### config.mk
export PLATFORM = sky130hd
export DESIGN_NAME = echo_sample_accum
export DESIGN_NICKNAME = d
export VERILOG_FILES = /design/src/rtl/echo_sample_accum.sv
export SDC_FILE = /design/constraint.sdc
export NUM_CORES = 1
export LEC_CHECK = 0
export BUFFER_PORTS_ARGS = -buffer_cell sky130_fd_sc_hd__buf_2
export CORE_MARGIN = 10
export CORE_UTILIZATION = 55
export DETAILED_ROUTE_END_ITERATION = 10
export PLACE_DENSITY = 0.86
export SYNTH_ARGS = -nofsm -noshare
export SYNTH_HDL_FRONTEND = slang
export SYNTH_SLANG_ARGS = --single-unit
### constraint.sdc
create_clock -name clk_sys -period 6.1 [get_ports clk_sys]
set_input_delay 0.61 -clock clk_sys [delete_from_list [all_inputs] [get_ports clk_sys]]
set_output_delay 0.61 -clock clk_sys [all_outputs]
set_load 0.005 [all_outputs]
### src/rtl/echo_sample_accum.sv
// Echo window accumulator: syncs gated acq/add/entop strobes, sums win_len ADC samples per window.
// Strobes act 3 clk_sys after their rising edge; 1-deep output register, results dropped (ovf_err) when full.
module echo_sample_accum #(
    parameter int DW      = 12,
    parameter int SW      = 24,
    parameter int NW      = 12,
    parameter int OFS_BIN = 1
) (
    input  logic          clk_sys,
    input  logic          rst_n,
    input  logic          start,
    input  logic [NW-1:0] win_len,
    input  logic          clk_acq,
    input  logic          clk_add,
    input  logic          entop,
    input  logic [DW-1:0] adc_data,
    output logic [SW-1:0] sum_data,
    output logic          sum_valid,
    input  logic          sum_ready,
    output logic [NW-1:0] echo_idx,
    output logic          busy,
    output logic          done,
    output logic          ovf_err
);

    typedef enum logic [1:0] {IDLE, ARM, ACCUM, DONE} state_t;

    state_t        state, state_nxt;
    logic [2:0]    acq_sr, add_sr, ent_sr;
    logic          acq_stb, add_stb, entop_fall;
    logic [DW-1:0] adc_tc;
    logic [SW-1:0] sample_ext;
    logic [SW-1:0] acc, acc_nxt, res_q;
    logic [NW-1:0] cnt, cnt_nxt, win_eff;
    logic          res_pend;
    logic          start_ok;

    // Two flops resolve metastability, the third gives the edge reference.
    always_ff @(posedge clk_sys or negedge rst_n) begin
        if (!rst_n) begin
            acq_sr <= '0;
            add_sr <= '0;
            ent_sr <= '0;
        end else begin
            acq_sr <= {acq_sr[1:0], clk_acq};
            add_sr <= {add_sr[1:0], clk_add};
            ent_sr <= {ent_sr[1:0], entop};
        end
    end

    assign acq_stb    = acq_sr[1] & ~acq_sr[2];
    assign add_stb    = add_sr[1] & ~add_sr[2];
    assign entop_fall = ~ent_sr[1] & ent_sr[2];

    assign adc_tc     = {adc_data[DW-1] ^ (OFS_BIN != 0), adc_data[DW-2:0]};
    assign sample_ext = {{(SW-DW){adc_tc[DW-1]}}, adc_tc};
    assign acc_nxt    = acc + sample_ext;
    assign cnt_nxt    = cnt + NW'(1);
    assign start_ok   = start & ((state == IDLE) | (state == DONE));

    always_ff @(posedge clk_sys or negedge rst_n) begin
        if (!rst_n) state <= IDLE;
        else        state <= state_nxt;
    end

    always_comb begin
        state_nxt = state;
        case (state)
            IDLE:    if (start) state_nxt = ARM;
            ARM:     if (entop_fall) state_nxt = DONE;
                     else if (add_stb) state_nxt = ACCUM;
            ACCUM:   if (entop_fall) state_nxt = DONE;
            DONE:    if (start) state_nxt = ARM;
            default: state_nxt = IDLE;
        endcase
    end

    always_comb begin
        busy = (state == ARM) | (state == ACCUM);
        done = (state == DONE);
    end

    always_ff @(posedge clk_sys or negedge rst_n) begin
        if (!rst_n) begin
            win_eff   <= NW'(1);
            acc       <= '0;
            cnt       <= '0;
            res_q     <= '0;
            res_pend  <= 1'b0;
            echo_idx  <= '0;
            sum_data  <= '0;
            sum_valid <= 1'b0;
            ovf_err   <= 1'b0;
        end else begin
            res_pend <= 1'b0;
            if (start_ok) begin
                win_eff  <= (win_len == '0) ? NW'(1) : win_len;
                acc      <= '0;
                cnt      <= '0;
                echo_idx <= '0;
                ovf_err  <= 1'b0;
            end else if (state == ACCUM && acq_stb) begin
                if (cnt_nxt == win_eff) begin
                    res_q    <= acc_nxt;
                    res_pend <= 1'b1;
                    acc      <= '0;
                    cnt      <= '0;
                    echo_idx <= echo_idx + NW'(1);
                end else begin
                    acc <= acc_nxt;
                    cnt <= cnt_nxt;
                end
            end
            // A result arriving while the consumer is stalled is lost rather than stalling capture.
            if (res_pend) begin
                if (sum_valid && !sum_ready) begin
                    ovf_err <= 1'b1;
                end else begin
                    sum_data  <= res_q;
                    sum_valid <= 1'b1;
                end
            end else if (sum_valid && sum_ready) begin
                sum_valid <= 1'b0;
            end
        end
    end

endmodule

==> results.md, run 1 <==
* Result of the run: finished clean
* Worst Tran Pin Value at roughly 1.2 ns
* Kind of critical path: reg2reg
* Reg-to-reg slack, setup at around 2.5 ns
* Starting DRT DRC Count at approximately 320
* Flop pwr share at between 30% and 40%
* Max cap viols at 0
* Top cells by area, synth: dfrtp_1 48%, mux2_2 7.2%, ha_1 5.5%
* Worst Skew at between 0.008 and 0.009 ns
* FILL cells at roughly 870
* Worst hold path type: in2async
* Slowest stage delay, CP at around 0.85 ns
* Row count at 39
* Critical Path AT at 3.87 ns
* GR Util All Layers at roughly 17%
* I/O Buffers at 70
* Max FO, Critical Path at 23
* Drc violations at 0
* Maximum VDD drop at approximately 0.25 mV
* # IOs at 71
* Worst r2r src: cnt[0]
* Post-synth EDFFs at 0
* Detailed Routing Iterations Pass 1 at 5
* DRT Wirelength at between 10000 and 15000 um
* Mapped Avg Cell Area at 10.71 um^2
* Cells after Synth at 595
* Layout cells sized above 1 at between 20 and 25%
* P&R area growth vs syn at 16.09%
* Pin count of the biggest net entering global routing at 74
* Distinct cell type count after synthesis at between 60 and 70
* Post-CTS Setup Bufs at 0
* Clock power share at a little over a third
* Critical path buffer and inverter count at 0
* RD Place Congestion at roughly 0.95
* CTS tree: yes
* Max Fclk at approximately 280 MHz
* Post-CTS Hold Fix Bufs at 0
* Seq/Total Area, Yosys at around 48%
* Top_reg_cell synth: dfrtp_1
* Depth of the worst register-to-register path at 8
* RSZ-0062 raised after global routing: no
* Vias per std cell at between 5 and 6
* Initial antenna violation count at 0
* Number of global-route vias before repair at 4942
* Net Sw Frac at about a third
* P per Cell Area at 360.8 nW/um^2
* Skew-Pair Late Insertion Delay at between 0.4 and 0.5 ns
* CORE AREA at roughly 11000 um^2
* Synth area leader: dfrtp_1
* Startpoint type of the worst setup path: flop
* Yosys reg bits at roughly 120
* Top cell type's share of synthesized area at ~48%
* Starting Density at between 50% and 60%
* Final antenna-violating net count at 0
* Post-route insts no fill at 822
* Cell Chain, Critical Path: ha_1, nand3_1, or3b_2, o31ai_1, and4bb_2, nand4_1, or3_1, mux2_2
* P_sw at 849.9 uW
* Internal at 1818 uW
* Root buf cell: clkbuf_16
* Die Ht at approximately 130 um
* Final Total Pwr at 2668 uW
* Global route total overflow at 0
* Synth Warn # at 0
* Routed len/inst at approximately 17 um
* Final net count at between 700 and 800
* Vias at roughly 4800
* Critical Path Sink Type: flop
* Final worst path period share at 58.52%
* Slew Limit Fails at 0
* Diodes inserted at 0
* Slew margin rel. at a little under a quarter
* Worst EP required at between 6 and 7 ns
* Clock Sinks at 122
* CTS H-Tree Depth at 4
* CTS Buf Count at 17
* DPL Wire Length at 9578 um
* Worst path slowest cell: or3_1
* Setup TNS Final at 0 ns
* Clock buffer depth at 2
* Tmin final at roughly 3.6 ns
* Die area at around 16000 um^2
* Cell family with most CP delay: simple AND/OR/NAND/NOR gates
* Die W at approximately 130 um
* First-pass GRT wire length at 23410 um
* Mapped Nets at about 660
* Worst-path clk slew at approximately 0.05 ns
* # resized after CTS at 0
* Mapped cell area at between 6000 and 7000 um^2
* Critical R2R Capture: res_q[5]
* Final Hold Viols at 0
* Post-placement cell count at ~800
* Static Leak at 0.003757 uW
* Share of flip-flops with an asynchronous set or reset at 100.0%
* Final setup viols at 0
* Combinational power share at a little over a quarter
## layout make-up
| cell class | count | area, um^2 | share of cell area, % |
|---|---|---|---|
| well taps | 143 | 178.9 | 2.420 |
| multi-input cells | 431 | 3128 | 42.30 |
| inverters | 21 | 78.83 | 1.066 |
| clock inverters | 13 | 126.4 | 1.709 |
| repair buffers | 73 | 375.4 | 5.076 |
| flip-flops and latches | 122 | 3054 | 41.30 |
| clock buffers | 19 | 452.9 | 6.125 |
## worst max-delay path by stage
stage / from / end / slack [ns] / depth (start not counted)
2_1_floorplan: adc_data[11] / res_q[20] / 3.24 / 10
3_3_place_gp: cnt[0] / res_q[4] / 2.69 / 8
3_5_place_dp: cnt[0] / res_q[5] / 2.54 / 8
4_1_cts: cnt[0] / res_q[5] / 2.53 / 8
5_1_grt: cnt[0] / res_q[10] / 2.25 / 8
6_report: cnt[0] / res_q[5] / 2.53 / 8
## cells by family (layout without fill, tap and decap cells)
family          Yosys count  count (layout)  synth area share (%)
simple gates            181             181                 14.36
compound gates          127             127                 13.69
flops                   122             122                 47.95
mux                      55              55                 9.762
buf+inv                  42             126                 2.947
xor+xnor                 39              39                 5.480
fa+ha+maj                29              29                 5.814
## flip-flops by register name, summed over array words and instances, names as in the netlist, 12 cells and up
signal / count
acc: 24
res_q: 24
sum_data: 24
cnt: 12
echo_idx: 12
win_eff: 12
## cell usage in the layout, fill, tap and decap left out, types with 5 or more instances in the layout
cell type,synthesis,layout
dfrtp_1,121,121
nand2_1,72,72
buf_2,2,69
mux2_2,41,41
a21oi_1,28,28
ha_1,28,28
nor2_1,27,27
xnor2_1,26,26
o21ai_0,25,25
a22o_1,25,25
inv_1,21,21
clkbuf_16,0,17
nand3_1,16,16
xor2_1,12,12
nand4_1,11,11
nand2b_1,10,10
mux2i_1,10,10
a21o_1,10,10
and3_1,8,8
clkinv_2,0,7
a211oi_1,6,6
nor2b_1,5,5
nor3_1,5,5
or3_1,5,5
## through the flow
stage	utilization (%)	area, um^2	hold slack [ns]	setup slack [ns]
final	65.04	7395	0.1971	2.530
after global routing	65.04	7395	0.2396	2.252
after CTS	65.04	7395	0.2188	2.534
after detailed placement	59.94	6815	0.3373	2.544
after global placement	59.94	6815	0.3313	2.692
after floorplan	-	6370	0.3144	3.245
## worst register-to-register path: cells and delay by family (launching register included)
family	cells	cell delay [ns]
multiplexers	1	0.46
adder cells (fa/ha/maj)	1	0.32
AND/OR/NAND/NOR	5	2.10
AO/OA/AOI/OAI	1	0.11
flip-flops	1	0.47
## synth_stat cells, types with 2 or more instances
cell type    n
mux2i_1     10
clkbuf_8     2
o21ai_0     25
nand3b_1     2
buf_1        3
nand3_4      2
mux2_4       4
clkbuf_1    13
xnor2_1     26
o21a_1       2
o31a_1       3
buf_2        2
a22oi_1      2
a21oi_1     28
o211a_1      2
a22o_1      25
inv_1       21
nor4_1       3
dfrtp_1    121
nand2_1     72
xor2_1      12
nor3_1       5
nor2_1      27
or3_1        5
o31ai_1      4
nand4_1     11
a31oi_1      4
and3_1       8
nand3_1     16
mux2_2      41
or2_2        4
a21o_1      10
nor2b_1      5
ha_1        28
nand2b_1    10
a211oi_1     6
o22ai_1      2
a21boi_0     2
## power by group through the flow
stage	logic, uW	registers (uW)	clock network (uW)
floorplan	532	976	0
CTS	713	987	988
detailed placement	700	1000	0
global route	801	997	1020
global placement	674	995	0
finish	708	987	972
## per-layer routing
layer | routed length, um | global-route usage, % | share of wire, % | vias up
met1 | 6002 | 21.56 | 44 | 2365
met4 | 389 | 8.079 | 2.8 | 0
li1 | - | - | - | 2278
met3 | 657 | 4.839 | 4.8 | 34
met5 | 0 | 0 | 0 | -
met2 | 6639 | 27.35 | 48 | 114
No activity file was read; power rests on OpenSTA's default activity.
==> inputs of run 2 (changes only) <==
==> constraint.sdc (replaced) <==
create_clock -name clk_sys -period 3.58 [get_ports clk_sys]
set_input_delay 0.358 -clock clk_sys [delete_from_list [all_inputs] [get_ports clk_sys]]
set_output_delay 0.358 -clock clk_sys [all_outputs]
set_load 0.005 [all_outputs]
==> results.md, run 2 (synthesized netlist as in run 1, its figures left out) <==
* Result of the run: finished clean (unchanged)
* Final net count at 732 (was 726)
* Maximum VDD drop at 0.4519 mV (was 0.2476 mV)
* Worst hold path type: in2reg (was in2async)
* GR Util met1 at 22.46% (was 21.56%)
* Worst EP required at 3.88 ns (was 6.40 ns)
* Flop pwr share at 38.0% (was 37.0%)
* # resized after CTS at 0 (unchanged)
* GR Util All Layers at 18.61% (was 17.30%)
* Setup TNS Final at 0 ns (unchanged)
* CTS tree: yes (unchanged)
* Hold WS at 0.04922 ns (was 0.1971 ns)
* Tmin final at 3.185 ns (was 3.570 ns)
* CP endpoint: res_q[20] (was res_q[5])
* Initial antenna violation count at 0 (unchanged)
* Clock buffer depth at 2 (unchanged)
* CTS Buf Count at 17 (unchanged)
* Global route total overflow at 0 (unchanged)
* RD Place Congestion at 0.9150 (was 0.9548)
* Worst Skew at 0.006321 ns (was 0.008344 ns)
* Worst Setup SP: cnt[0] (unchanged)
* Starting DRT DRC Count at 493 (was 316)
* P_sw at 1437 uW (was 849.9 uW)
* Final Hold Viols at 0 (unchanged)
* Die area at 16290 um^2 (unchanged)
* Met2 global-route usage at 30.13% (was 27.35%)
* Starting Density at 56.03% (unchanged)
* Post-CTS Setup Bufs at 0 (unchanged)
* Commonest non-fill, non-tap cell in the layout: dfrtp_1 (unchanged)
* Number of global-route vias before repair at 5185 (was 4942)
* Vias per std cell at 5.914 (was 5.828)
* DPL Wire Length at 10190 um (was 9578 um)
* Skew-Pair Late Insertion Delay at 0.42 ns (about the same)
* P&R area growth vs syn at 15.95% (was 16.09%)
* Biggest regs: acc x24, res_q x24, sum_data x24 (unchanged)
* Multi-input logic area at 3128 um^2 (unchanged)
* First-pass GRT wire length at 24740 um (was 23410 um)
* Internal at 3011 uW (was 1818 uW)
* Most frequent cells in the layout: 121 x dfrtp_1, 72 x nand2_1, 69 x buf_2 (unchanged)
* DRT Wirelength at 14490 um (was 13690 um)
* Worst r2r src: cnt[0] (unchanged)
* Grt met3 use at 5.045% (was 4.839%)
* RSZ-0062 raised after global routing: no (unchanged)
* Critical Path Sink Type: flop (unchanged)
* Die W at 127.6 um (unchanged)
* Net Sw Frac at 32.31% (was 31.86%)
* Max cap viols at 0 (unchanged)
* Slew margin rel. at 31.09% (was 23.06%)
* Root buf cell: clkbuf_16 (unchanged)
* # IOs at 71 (unchanged)
* FILL cells at 892 (was 872)
* CTS H-Tree Depth at 4 (unchanged)
* Slowest stage delay, CP at 0.51 ns (was 0.85 ns)
* Final setup viols at 0 (unchanged)
* Post-CTS Hold Fix Bufs at 0 (unchanged)
* Detailed Routing Iterations Pass 1 at 5 (unchanged)
* Final antenna-violating net count at 0 (unchanged)
* Clock power share at 34.1% (was 36.4%)
* Startpoint type of the worst setup path: flop (unchanged)
* Final cell area excluding filler cells at 7386 um^2 (was 7395 um^2)
* Depth of the worst register-to-register path at 8 (unchanged)
* Clock Sinks at 122 (unchanged)
* Worst-path clk slew at 0.05 ns (about the same)
* Pin count of the biggest net entering global routing at 78 (was 74)
* Worst path slowest cell: or4b_1 (was or3_1)
* Combinational power share at 27.9% (was 26.5%)
* Kind of critical path: reg2reg (unchanged)
* Cell Chain, Critical Path: ha_1, nand4_1, nor2_1, o311ai_0, or2b_1, or4b_1, or3_1, mux2_4 (was ha_1, nand3_1, or3b_2, o31ai_1, and4bb_2, nand4_1, or3_1, mux2_2)
* Max Fclk at 314.0 MHz (was 280.1 MHz)
* P per Cell Area at 602.3 nW/um^2 (was 360.8 nW/um^2)
* Vias at 4897 (was 4791)
* Routed len/inst at 17.50 um (was 16.65 um)
* Critical R2R Capture: res_q[20] (was res_q[5])
* Post-Place Cell Area at 6860 um^2 (was 6815 um^2)
* Final worst path period share at 88.97% (was 58.52%)
* Critical Path AT at 3.48 ns (was 3.87 ns)
* Worst Tran Pin Value at 1.031 ns (was 1.154 ns)
* Row count at 39 (unchanged)
* I/O Buffers at 70 (unchanged)
* Layout cells sized above 1 at 23.65% (was 24.15%)
* Max FO, Critical Path at 6 (was 23)
* Die Ht at 127.6 um (unchanged)
* Slew Limit Fails at 0 (unchanged)
* Diodes inserted at 0 (unchanged)
* CORE AREA at 11370 um^2 (unchanged)
* Drc violations at 0 (unchanged)
* Gr busiest metal: met2 (unchanged)
* Register area at 3054 um^2 (unchanged)
* Static Leak at 0.003760 uW (was 0.003757 uW)
* Reg-to-reg slack, setup at 0.39 ns (was 2.53 ns)
-- run 2: power by group through the flow --
stage / Combinational, uW / Clock (uW) / Sequential, uW
after global placement: 1170 / 0 / 1700
after detailed placement: 1210 / 0 / 1710
final: 1240 / 1520 / 1690
after CTS: 1230 / 1540 / 1690
after floorplan: 907 / 0 / 1660
after global routing: 1390 / 1600 / 1710
-- run 2: through the flow --
stage / cells / util (%) / total power (uW) / worst slack, ns
floorplan: 595 / - / 2570 / 0.7642
global placement: 796 / 60.34 / 2862 / 0.5052
detailed placement: 796 / 60.34 / 2922 / 0.4138
CTS: 828 / 64.96 / 4462 / 0.3959
global route: 828 / 64.96 / 4698 / 0.09035
finish: 828 / 64.96 / 4448 / 0.3949
-- run 2: metal layers --
metal,wire length (um),vias up
li1,-,2290
met1,6197,2412
met2,6993,161
met3,913,34
met4,389,0
met5,0,-
-- run 2: area by class of cell --
| cell class | instances | share of cell area, % |
|---|---|---|
| Multi-Input combinational cell | 431 | 42.35 |
| Sequential cell | 122 | 41.35 |
| Clock buffer | 29 | 6.912 |
| Timing Repair Buffer | 79 | 5.692 |
| Tap cell | 143 | 2.423 |
| Inverter | 21 | 1.067 |
| Clock inverter | 3 | 0.2033 |
-- run 2: how the worst min path moves through the flow --
stage / startpoint / endpoint / slack (ns) / cells after the start
6_report: entop / ent_sr[0] / 0.05 / 1
5_1_grt: entop / ent_sr[0] / 0.04 / 1
4_1_cts: entop / ent_sr[0] / 0.03 / 1
3_5_place_dp: acq_sr[0] / acq_sr[1] / 0.34 / 0
3_3_place_gp: add_sr[0] / add_sr[1] / 0.33 / 0
2_1_floorplan: rst_n / acc[0] / 0.06 / 0
-- run 2: critical path, delay by kind of cell (launching register included) --
family          cells  cell delay, ns
mux                 1            0.34
simple gates        5            1.78
compound gates      1            0.18
flops               1            0.47
fa+ha+maj           1            0.30
==> inputs of run 3 (changes only) <==
--- a/config.mk
+++ b/config.mk
@@ -6,10 +6,12 @@
 export NUM_CORES = 1
 export LEC_CHECK = 0
 export BUFFER_PORTS_ARGS = -buffer_cell sky130_fd_sc_hd__buf_2
+export CELL_PAD_IN_SITES_DETAIL_PLACEMENT = 0
+export CELL_PAD_IN_SITES_GLOBAL_PLACEMENT = 1
 export CORE_MARGIN = 10
-export CORE_UTILIZATION = 55
+export CORE_UTILIZATION = 47
 export DETAILED_ROUTE_END_ITERATION = 10
-export PLACE_DENSITY = 0.86
+export PLACE_DENSITY = 0.91
 export SYNTH_ARGS = -nofsm -noshare
 export SYNTH_HDL_FRONTEND = slang
 export SYNTH_SLANG_ARGS = --single-unit
==> results.md, run 3 (synthesized netlist as in run 1, its figures left out) <==
* Layout cells sized above 1 at 24.38% (was 23.65%)
* I/O Buffers at 70 (unchanged)
* Most frequent cells in the layout: 121 x dfrtp_1, 72 x nand2_1, 69 x buf_2 (unchanged)
* Clock buffer depth at 2 (unchanged)
* # resized after CTS at 0 (unchanged)
* Global route total overflow at 0 (unchanged)
* Max FO, Critical Path at 6 (unchanged)
* DRT Wirelength at 14020 um (was 14490 um)
* P per Cell Area at 615.2 nW/um^2 (was 602.3 nW/um^2)
* Starting DRT DRC Count at 373 (was 493)
* Worst Tran Pin Value at 1.041 ns (was 1.031 ns)
* Kind of critical path: reg2reg (unchanged)
* Worst Skew at 0.01168 ns (was 0.006321 ns)
* DPL Wire Length at 10220 um (was 10190 um)
* Multi-input logic area at 3128 um^2 (unchanged)
* Worst-path clk slew at 0.05 ns (about the same)
* Critical Path Sink Type: flop (unchanged)
* GR Util All Layers at 15.90% (was 18.61%)
* FILL cells at 1169 (was 892)
* RSZ-0062 raised after global routing: no (unchanged)
* First-pass GRT wire length at 23740 um (was 24740 um)
* Final setup viols at 0 (unchanged)
* Die Ht at 136.4 um (was 127.6 um)
* Final antenna-violating net count at 0 (unchanged)
* Detailed Routing Iterations Pass 1 at 7 (was 5)
* Max cap viols at 0 (unchanged)
* Final net count at 734 (was 732)
* CTS Buf Count at 17 (unchanged)
* Biggest regs: acc x24, res_q x24, sum_data x24 (unchanged)
* Result of the run: finished clean (unchanged)
* Register area at 3054 um^2 (unchanged)
* Hold WS at 0.05014 ns (was 0.04922 ns)
* Final worst path period share at 86.86% (was 88.97%)
* Skew-Pair Late Insertion Delay at 0.41 ns (was 0.42 ns)
* Max Fclk at 321.6 MHz (was 314.0 MHz)
* RD Place Congestion at 0.8889 (was 0.9150)
* Worst hold path type: in2reg (unchanged)
* Tmin final at 3.110 ns (was 3.185 ns)
* Starting Density at 48.10% (was 56.03%)
* CTS H-Tree Depth at 4 (unchanged)
* Drc violations at 0 (unchanged)
* P&R area growth vs syn at 17.93% (was 15.95%)
* Pin count of the biggest net entering global routing at 52 (was 78)
* CORE AREA at 13240 um^2 (was 11370 um^2)
* Initial antenna violation count at 0 (unchanged)
* Final Hold Viols at 0 (unchanged)
* # IOs at 71 (unchanged)
* Maximum VDD drop at 0.3629 mV (was 0.4519 mV)
* Number of global-route vias before repair at 4876 (was 5185)
* Diodes inserted at 0 (unchanged)
* Startpoint type of the worst setup path: flop (unchanged)
* Slew margin rel. at 30.42% (was 31.09%)
* Vias per std cell at 5.520 (was 5.914)
* Root buf cell: clkbuf_16 (unchanged)
* Die W at 136.4 um (was 127.6 um)
* Routed len/inst at 16.28 um (was 17.50 um)
* Worst EP required at 3.88 ns (about the same)
* Row count at 42 (was 39)
* Clock Sinks at 122 (unchanged)
* Setup TNS Final at 0 ns (unchanged)
* Die area at 18610 um^2 (was 16290 um^2)
* Slew Limit Fails at 0 (unchanged)
* Critical Path AT at 3.41 ns (was 3.48 ns)
* Commonest non-fill, non-tap cell in the layout: dfrtp_1 (unchanged)
* Static Leak at 0.003806 uW (was 0.003760 uW)
* CTS tree: yes (unchanged)
* Vias at 4753 (was 4897)
## run 3: changes by cell type in the layout (fill, tap and decap cells not counted), sizes merged
cell,delta
dlygate4sd3,+1
buf,+1
clkinv,+2
bufinv,+3
clkbuf,-7
## run 3: what timing repair did
item	CTS	global route
hold buffers	1	0
setup buffers	0	0
hold endpoints to repair	48	0
## run 3: where the power goes
part / total (uW) / leakage [uW] / internal (uW) / switching [uW]
combinational: 1220 / 0.00189 / 507 / 712
clock: 1720 / 0.000296 / 1140 / 582
sequential: 1680 / 0.00162 / 1550 / 133
## run 3: stage by stage
stage | power, uW | instances | setup slack, ns | area, um^2 | utilization, %
floorplan | 2570 | 595 | 0.7642 | 6370 | -
global route | 4910 | 861 | 0.2386 | 7512 | 56.73
global placement | 2890 | 830 | 0.5538 | 6909 | 52.17
detailed placement | 2920 | 830 | 0.4614 | 6909 | 52.17
CTS | 4674 | 861 | 0.4512 | 7512 | 56.73
finish | 4621 | 861 | 0.4703 | 7512 | 56.73
## run 3: critical path, stage by stage (launching register included)
cell and delay [ns]:
dfrtp_1 0.46, ha_1 0.30, nand4_1 0.23, nor2_1 0.28, o311ai_0 0.17, or2b_1 0.24, or4b_1 0.49, or3_1 0.49
mux2_4 0.34
## run 3: path summary, 6_finish.rpt
| kind | from | end | slack [ns] | depth (start not counted) |
|---|---|---|---|---|
| worst max-delay path | cnt[0] | res_q[23] | 0.47 | 8 |
| worst max register to register | cnt[0] | res_q[23] | 0.47 | 8 |
| worst min-delay path | entop | ent_sr[0] | 0.05 | 1 |
| min in group asynchronous | rst_n | sum_data[7] | 0.51 | 2 |
| max in group asynchronous | rst_n | cnt[7] | 2.12 | 3 |
| worst min register to register | acq_sr[0] | acq_sr[1] | 0.35 | 0 |
## run 3: area by class of cell
cell class / instances / share of cell area, %
clock buffer: 22 / 6.312
clock inverter: 8 / 1.582
inverter: 21 / 1.049
multi-input combinational: 431 / 41.64
sequential: 122 / 40.66
tap: 176 / 2.931
timing repair buffer: 81 / 5.829
## run 3: per-layer routing
layer | global-route usage, % | vias up | part of all wire (%)
met4 | 5.976 | 0 | 1.2
met3 | 4.133 | 13 | 4.5
met2 | 25.32 | 95 | 48
met1 | 20.34 | 2348 | 46
met5 | 0 | - | 0
li1 | - | 2297 | -
